**config.mk**
```make
export PLATFORM = sky130hd
export DESIGN_NAME = alu_access_arbiter
export DESIGN_NICKNAME = d
export VERILOG_FILES = /design/src/rtl/alu_pkg.sv /design/src/rtl/alu_rr_arbiter.sv /design/src/rtl/alu_access_arbiter.sv
export SDC_FILE = /design/constraint.sdc
export NUM_CORES = 1
export LEC_CHECK = 0
export CORE_AREA = 2 2 217 219
export CTS_BUF_LIST = sky130_fd_sc_hd__clkbuf_4
export DETAILED_ROUTE_END_ITERATION = 10
export DIE_AREA = 0 0 219 221
export PLACE_DENSITY = 0.45
export SYNTH_ARGS = -nofsm -noshare
export SYNTH_HDL_FRONTEND = slang
export SYNTH_SLANG_ARGS = --single-unit
```
**constraint.sdc**
```tcl
create_clock -name clk -period 2.01 [get_ports clk]
set_clock_uncertainty 0.2 [all_clocks]
set_input_delay 0.201 -clock clk [delete_from_list [all_inputs] [get_ports clk]]
set_output_delay 0.201 -clock clk [all_outputs]
set_load 0.02 [all_outputs]
```
**src/rtl/alu_pkg.sv**
```systemverilog
// Shared definitions for the ALU access arbiter: opcodes, unit-select field,
// flag bit positions, arbiter FSM encoding and the legal-opcode predicate.
package alu_pkg;

    localparam int OP_W = 6;

    // Opcode [5:4] selects the ALU unit, [3:0] the operation within it.
    localparam int UNIT_MSB = 5;
    localparam int UNIT_LSB = 4;

    localparam logic [1:0] UNIT_INT   = 2'd0;
    localparam logic [1:0] UNIT_FP    = 2'd1;
    localparam logic [1:0] UNIT_BIT   = 2'd2;
    localparam logic [1:0] UNIT_SHIFT = 2'd3;

    localparam logic [OP_W-1:0] OP_ADD  = 6'h00;
    localparam logic [OP_W-1:0] OP_SUB  = 6'h01;
    localparam logic [OP_W-1:0] OP_MUL  = 6'h02;
    localparam logic [OP_W-1:0] OP_DIV  = 6'h03;
    localparam logic [OP_W-1:0] OP_MOD  = 6'h04;
    localparam logic [OP_W-1:0] OP_FADD = 6'h10;
    localparam logic [OP_W-1:0] OP_FSUB = 6'h11;
    localparam logic [OP_W-1:0] OP_FMUL = 6'h12;
    localparam logic [OP_W-1:0] OP_AND  = 6'h20;
    localparam logic [OP_W-1:0] OP_OR   = 6'h21;
    localparam logic [OP_W-1:0] OP_XOR  = 6'h22;
    localparam logic [OP_W-1:0] OP_NOT  = 6'h23;
    localparam logic [OP_W-1:0] OP_SLL  = 6'h30;
    localparam logic [OP_W-1:0] OP_SRL  = 6'h31;
    localparam logic [OP_W-1:0] OP_SRA  = 6'h32;
    localparam logic [OP_W-1:0] OP_ROL  = 6'h33;

    localparam int FLAG_U_LESS    = 0;
    localparam int FLAG_U_GREATER = 1;
    localparam int FLAG_U_EQUAL   = 2;
    localparam int FLAG_LESS      = 3;
    localparam int FLAG_GREATER   = 4;
    localparam int FLAG_NOT_EQUAL = 5;
    localparam int FLAG_EQUAL     = 6;
    localparam int FLAG_OVERFLOW  = 7;

    typedef enum logic [1:0] {
        ST_IDLE = 2'd0,
        ST_EXEC = 2'd1,
        ST_RESP = 2'd2
    } arb_state_t;

    function automatic logic is_legal_op(input logic [OP_W-1:0] op);
        logic legal;
        legal = 1'b0;
        case (op[UNIT_MSB:UNIT_LSB])
            UNIT_INT:   legal = (op[3:0] <= 4'd4);
            UNIT_FP:    legal = (op[3:0] <= 4'd2);
            UNIT_BIT:   legal = (op[3:0] <= 4'd3);
            UNIT_SHIFT: legal = (op[3:0] <= 4'd3);
            default:    legal = 1'b0;
        endcase
        return legal;
    endfunction

endpackage

```
**src/rtl/alu_rr_arbiter.sv**
```systemverilog
// Combinational round-robin arbiter: grants the first request at or above
// the pointer, wrapping to the lowest request when none lie above it.
module alu_rr_arbiter #(
    parameter int N     = 2,
    parameter int IDX_W = $clog2(N)
) (
    input  logic [N-1:0]     req,
    input  logic [IDX_W-1:0] ptr,
    output logic [N-1:0]     grant,
    output logic [IDX_W-1:0] grant_idx
);

    logic [N-1:0] masked;
    logic [N-1:0] sel;

    genvar gi;
    generate
        for (gi = 0; gi < N; gi++) begin : g_mask
            assign masked[gi] = req[gi] && (IDX_W'(gi) >= ptr);
        end
    endgenerate

    // Isolate the lowest set bit of whichever vector is searched.
    assign sel   = (|masked) ? masked : req;
    assign grant = sel & (~sel + N'(1));

    always_comb begin
        grant_idx = '0;
        for (int k = 0; k < N; k++) begin
            if (grant[k]) begin
                grant_idx = IDX_W'(k);
            end
        end
    end

endmodule

```
**src/rtl/alu_access_arbiter.sv**
```systemverilog
// Shares one combinational ALU among NUM_REQ requesters: round-robin accept,
// one execute cycle, then a tagged valid/ready response.
// Optional macro ALU_ARB_OPCHECK_EN rejects illegal opcodes without executing.
module alu_access_arbiter
    import alu_pkg::*;
#(
    parameter int WORDSIZE = 64,
    parameter int NUM_REQ  = 2,
    parameter int ID_W     = $clog2(NUM_REQ)
) (
    input  logic                         clk,
    input  logic                         rst_n,
    input  logic [NUM_REQ-1:0]           req_valid,
    output logic [NUM_REQ-1:0]           req_ready,
    input  logic [NUM_REQ*WORDSIZE-1:0]  req_input_a,
    input  logic [NUM_REQ*WORDSIZE-1:0]  req_input_b,
    input  logic [NUM_REQ*6-1:0]         req_operation,
    output logic [WORDSIZE-1:0]          alu_input_a,
    output logic [WORDSIZE-1:0]          alu_input_b,
    output logic [5:0]                   alu_operation,
    input  logic [WORDSIZE-1:0]          alu_result,
    input  logic [7:0]                   alu_flags,
    output logic                         rsp_valid,
    input  logic                         rsp_ready,
    output logic [ID_W-1:0]              rsp_id,
    output logic [WORDSIZE-1:0]          rsp_result,
    output logic [7:0]                   rsp_flags,
    output logic                         rsp_error
);

    logic [WORDSIZE-1:0] a_slice  [NUM_REQ];
    logic [WORDSIZE-1:0] b_slice  [NUM_REQ];
    logic [5:0]          op_slice [NUM_REQ];

    genvar gi;
    generate
        for (gi = 0; gi < NUM_REQ; gi++) begin : g_unpack
            assign a_slice[gi]  = req_input_a[gi*WORDSIZE +: WORDSIZE];
            assign b_slice[gi]  = req_input_b[gi*WORDSIZE +: WORDSIZE];
            assign op_slice[gi] = req_operation[gi*6 +: 6];
        end
    endgenerate

    arb_state_t          state_reg, state_next;
    logic [ID_W-1:0]     ptr_reg, ptr_next;
    logic [WORDSIZE-1:0] alu_a_reg, alu_a_next;
    logic [WORDSIZE-1:0] alu_b_reg, alu_b_next;
    logic [5:0]          alu_op_reg, alu_op_next;
    logic [ID_W-1:0]     id_reg, id_next;
    logic                rsp_valid_reg, rsp_valid_next;
    logic [WORDSIZE-1:0] rsp_result_reg, rsp_result_next;
    logic [7:0]          rsp_flags_reg, rsp_flags_next;

    logic [NUM_REQ-1:0]  grant;
    logic [ID_W-1:0]     grant_idx;
    logic                accept;
    logic [WORDSIZE-1:0] sel_a;
    logic [WORDSIZE-1:0] sel_b;
    logic [5:0]          sel_op;
    logic [ID_W-1:0]     ptr_after;

    alu_rr_arbiter #(
        .N     (NUM_REQ),
        .IDX_W (ID_W)
    ) u_rr (
        .req       (req_valid),
        .ptr       (ptr_reg),
        .grant     (grant),
        .grant_idx (grant_idx)
    );

    assign req_ready = (state_reg == ST_IDLE) ? grant : '0;
    assign accept    = |req_ready;
    assign sel_a     = a_slice[grant_idx];
    assign sel_b     = b_slice[grant_idx];
    assign sel_op    = op_slice[grant_idx];
    assign ptr_after = (grant_idx == ID_W'(NUM_REQ - 1)) ? '0 : grant_idx + ID_W'(1);

`ifdef ALU_ARB_OPCHECK_EN
    logic rsp_error_reg, rsp_error_next;
`endif

    always_comb begin
        state_next      = state_reg;
        ptr_next        = ptr_reg;
        alu_a_next      = alu_a_reg;
        alu_b_next      = alu_b_reg;
        alu_op_next     = alu_op_reg;
        id_next         = id_reg;
        rsp_valid_next  = rsp_valid_reg;
        rsp_result_next = rsp_result_reg;
        rsp_flags_next  = rsp_flags_reg;
`ifdef ALU_ARB_OPCHECK_EN
        rsp_error_next  = rsp_error_reg;
`endif
        unique case (state_reg)
            ST_IDLE: begin
                if (accept) begin
                    ptr_next   = ptr_after;
                    id_next    = grant_idx;
                    alu_a_next = sel_a;
                    alu_b_next = sel_b;
`ifdef ALU_ARB_OPCHECK_EN
                    // Illegal opcodes never reach the ALU; answer straight away.
                    if (!is_legal_op(sel_op)) begin
                        state_next      = ST_RESP;
                        rsp_valid_next  = 1'b1;
                        rsp_result_next = '0;
                        rsp_flags_next  = '0;
                        rsp_error_next  = 1'b1;
                    end else begin
                        alu_op_next = sel_op;
                        state_next  = ST_EXEC;
                    end
`else
                    alu_op_next = sel_op;
                    state_next  = ST_EXEC;
`endif
                end
            end
            ST_EXEC: begin
                rsp_result_next = alu_result;
                rsp_flags_next  = alu_flags;
                rsp_valid_next  = 1'b1;
`ifdef ALU_ARB_OPCHECK_EN
                rsp_error_next  = 1'b0;
`endif
                state_next      = ST_RESP;
            end
            ST_RESP: begin
                if (rsp_ready) begin
                    rsp_valid_next = 1'b0;
                    state_next     = ST_IDLE;
                end
            end
            default: begin
                state_next = ST_IDLE;
            end
        endcase
    end

    always_ff @(posedge clk or negedge rst_n) begin
        if (!rst_n) begin
            state_reg      <= ST_IDLE;
            ptr_reg        <= '0;
            alu_a_reg      <= '0;
            alu_b_reg      <= '0;
            alu_op_reg     <= '0;
            id_reg         <= '0;
            rsp_valid_reg  <= 1'b0;
            rsp_result_reg <= '0;
            rsp_flags_reg  <= '0;
        end else begin
            state_reg      <= state_next;
            ptr_reg        <= ptr_next;
            alu_a_reg      <= alu_a_next;
            alu_b_reg      <= alu_b_next;
            alu_op_reg     <= alu_op_next;
            id_reg         <= id_next;
            rsp_valid_reg  <= rsp_valid_next;
            rsp_result_reg <= rsp_result_next;
            rsp_flags_reg  <= rsp_flags_next;
        end
    end

`ifdef ALU_ARB_OPCHECK_EN
    always_ff @(posedge clk or negedge rst_n) begin
        if (!rst_n) begin
            rsp_error_reg <= 1'b0;
        end else begin
            rsp_error_reg <= rsp_error_next;
        end
    end
    assign rsp_error = rsp_error_reg;
`else
    assign rsp_error = 1'b0;
`endif

    assign alu_input_a   = alu_a_reg;
    assign alu_input_b   = alu_b_reg;
    assign alu_operation = alu_op_reg;
    assign rsp_valid     = rsp_valid_reg;
    assign rsp_id        = id_reg;
    assign rsp_result    = rsp_result_reg;
    assign rsp_flags     = rsp_flags_reg;

endmodule

```
==> impl_metrics.py <==
metrics = {
    "cells_and_area": {
        "drive_gt1_share_pct": 13.3,
        "syn_to_final_growth_pct": 117,
        "layout_common_cells": "dlygate4sd3_1, clkdlybuf4s50_1, dfrtp_1",
        "nNetsFinal": 1972,
        "final_cell_count_no_fill": 2278,
    },
    "detailed_routing": {
        "avgRoutedWirePerCell_um": 18.6,
        "wl_um": 42400,
        "drt_iter0_drc": 424,
        "ant_nets": 0,
        "drcViolationCount": 0,
        "via_per_inst": 4.41,
        "num_vias": 10037,
        "detail_route.first_pass.iterations": 5,
    },
    "sta": {
        "drv_slew": 0,
        "fin_crit_ps": 2180,
        "max_freq_mhz": 459,
        "hold_viol": 0,
        "post-route-period-util_pct": 108,
        "postLayoutSetupSlackWorst_ps": -169,
        "rsz0062_at_grt": "true",
        "finalSetupTns_ps": -322,
        "setup_viol": 2,
    },
    "logic_synthesis": {
        "synthCells": 690,
        "ys_types": 27,
        "yosys.area.top_type": "dfrtp_1",
        "synth-seq-cells": 211,
        "synth_area_um2": 9020,
        "ys_warn_count": 0,
        "syn-num-nets": 1035,
        "netlist.area_leader.share_pct": 58.5,
        "yosysSeqAreaShare_pct": 58.5,
        "synth_area_leaders": "dfrtp_1, a221o_1, a21boi_0",
        "syn_avg_cell_area_um2": 13.1,
    },
    "cts": {
        "cts_buffers": 66,
        "root_buffer": "clkbuf_4",
        "clkSinkCount": 211,
        "clk_latency_ps": 700,
        "cts_max_level": 3,
        "cts_tree": "done",
        "clock_path_buffers": 3,
        "clk_pin_slew_ps": 60,
    },
    "power_and_ir_drop": {
        "p_per_area_nw_per_um2": 1270,
        "vdd_drop_max_mv": 0.655,
        "leakagePower_nw": 8.38,
    },
    "global_route": {
        "grt_pass1_wl_um": 63600,
        "grt_pass1_vias": 10811,
        "antenna_found_initial": 3,
        "grt_usage_pct": 17.0,
        "grt-ovfl-total": 0,
        "grt_start_max_net_pins": 60,
    },
    "status": {
        "status": "finished with violations",
        "violations": "negative setup slack",
    },
    "critical_path": {
        "ff2ff_setup_slack_ps": 60,
        "cp_data_arrival_time_ps": 1780,
        "worstPathMaxFanout": 3,
        "critPathKind": "reg -> out",
        "endpoint": "req_ready[1]",
        "ff2ff_path_depth": 6,
        "crit_required_ps": 1610,
        "start_kind": "flop",
        "worstSetupEndpointType": "output port",
        "critPathLaunch": "state_reg[1]",
        "r2r_start": "state_reg[1]",
        "r2r_end": "alu_input_a[13]",
    },
    "placement": {
        "dpl.hpwl_um": 28500,
        "globalplace.congestion": 0.766,
        "dpl.cell_count": 1814,
        "portBuffers": 554,
    },
    "die": {
        "core_um2": 46100,
        "die_area_um2": 48400,
        "num_rows": 79,
        "start_util_pct": 19.6,
        "io_pins": 556,
        "fp.dieH_um": 221,
        "die_w_um": 219,
    },
    "worst_hold_path": {
        "hp-class": "in -> reg",
    },
    "run": {
        "max-cap-violations": 0,
    },
}
==> logic make-up after synthesis <==
| kind of cell | count (synthesis) | share of synthesized area, % |
|---|---|---|
| compound gates | 294 | 26.1 |
| simple gates | 35 | 2.12 |
| other cells | 1 | 0.0416 |
| flops | 211 | 58.5 |
| buf+inv | 77 | 4.27 |
| mux | 72 | 8.99 |
==> worst max-delay path: stages (launching register included) <==
cell and delay (ps):
dfrtp_2 430, or2_4 260, nor3_4 140, buf_6 130, buf_6 110
==> metal layers <==
| metal | wire [um] | part of all wire (%) | global-route usage [%] |
|---|---|---|---|
| met5 | 13 | 0.031 | 0 |
| met4 | 929 | 2.2 | 5.84 |
| met3 | 3420 | 8.1 | 5.17 |
| met2 | 21100 | 50 | 29.3 |
| met1 | 16900 | 40 | 19.9 |
==> cell type report <==
| cell class | count | area (um2) |
|---|---|---|
| inverter | 3 | 11.3 |
| tap | 607 | 759 |
| clock buffer | 85 | 638 |
| timing repair buffer | 943 | 9410 |
| antenna | 4 | 10.0 |
| sequential | 211 | 5280 |
| multi-input combinational | 402 | 3380 |
| clock inverter | 23 | 91.3 |
| fill | 4386 | 26500 |
==> power breakdown <==
group,switching [mW],leakage [nW],internal (mW)
Combinational,7.00,5.41,6.35
Sequential,1.14,2.53,6.40
Clock,2.01,0.441,1.97
==> stage by stage <==
step / util (%) / total power [mW] / hold slack (ps) / setup slack [ps] / cell area [um2]
6_report: 42.5 / 24.9 / 98.9 / -169 / 19600
5_1_grt: 42.5 / 26.4 / 74.3 / -331 / 19600
3_3_place_gp: 33.7 / 21.7 / -25.7 / -6.90 / 15500
2_1_floorplan: - / 14.6 / -295 / 295 / 9020
4_1_cts: 42.5 / 25.3 / 4.63 / -294 / 19600
3_5_place_dp: 33.7 / 21.8 / -23.1 / -27.3 / 15500
==> synthesized netlist by cell type <==
cell type and instances:
clkbuf_1 42, inv_1 3, nand2_1 1, nor2_1 4, or2_2 1, a21boi_0 113
nand2b_1 2, a21o_1 1, nand3_1 21, buf_2 16, nor2_2 1, a221o_1 113
or2_1 1, mux2_2 72, a21oi_1 22, buf_6 7, conb_1 1, a31oi_1 21
dfrtp_1 211, buf_4 5, nor2b_1 1, and2b_1 1, clkbuf_2 4, nor3_4 1
o21bai_1 1, and3_1 1, o21ai_0 23
==> timing repair <==
item / CTS / global route
setup endpoints to repair: 210 / 3
endpoints found under the hold margin: 419 / 0
pin swaps: 4 / 2
gates resized for setup: 218 / 3
buffers inserted: 7 / 1
hold buffers: 343 / 0
gates cloned: 2 / 0
==> how the worst min path moves through the flow <==
stage	from	to	slack [ps]	depth (start not counted)
after floorplan	rst_n	alu_input_a[0]	-290	0
after global placement	rst_n	alu_input_b[55]	-30	1
after detailed placement	rst_n	alu_input_b[55]	-20	1
after CTS	req_valid[0]	state_reg[0]	5	3
after global routing	req_valid[0]	state_reg[0]	70	3
final	req_valid[0]	state_reg[0]	100	3
Note: power is estimated with default switching activity, not from simulation.
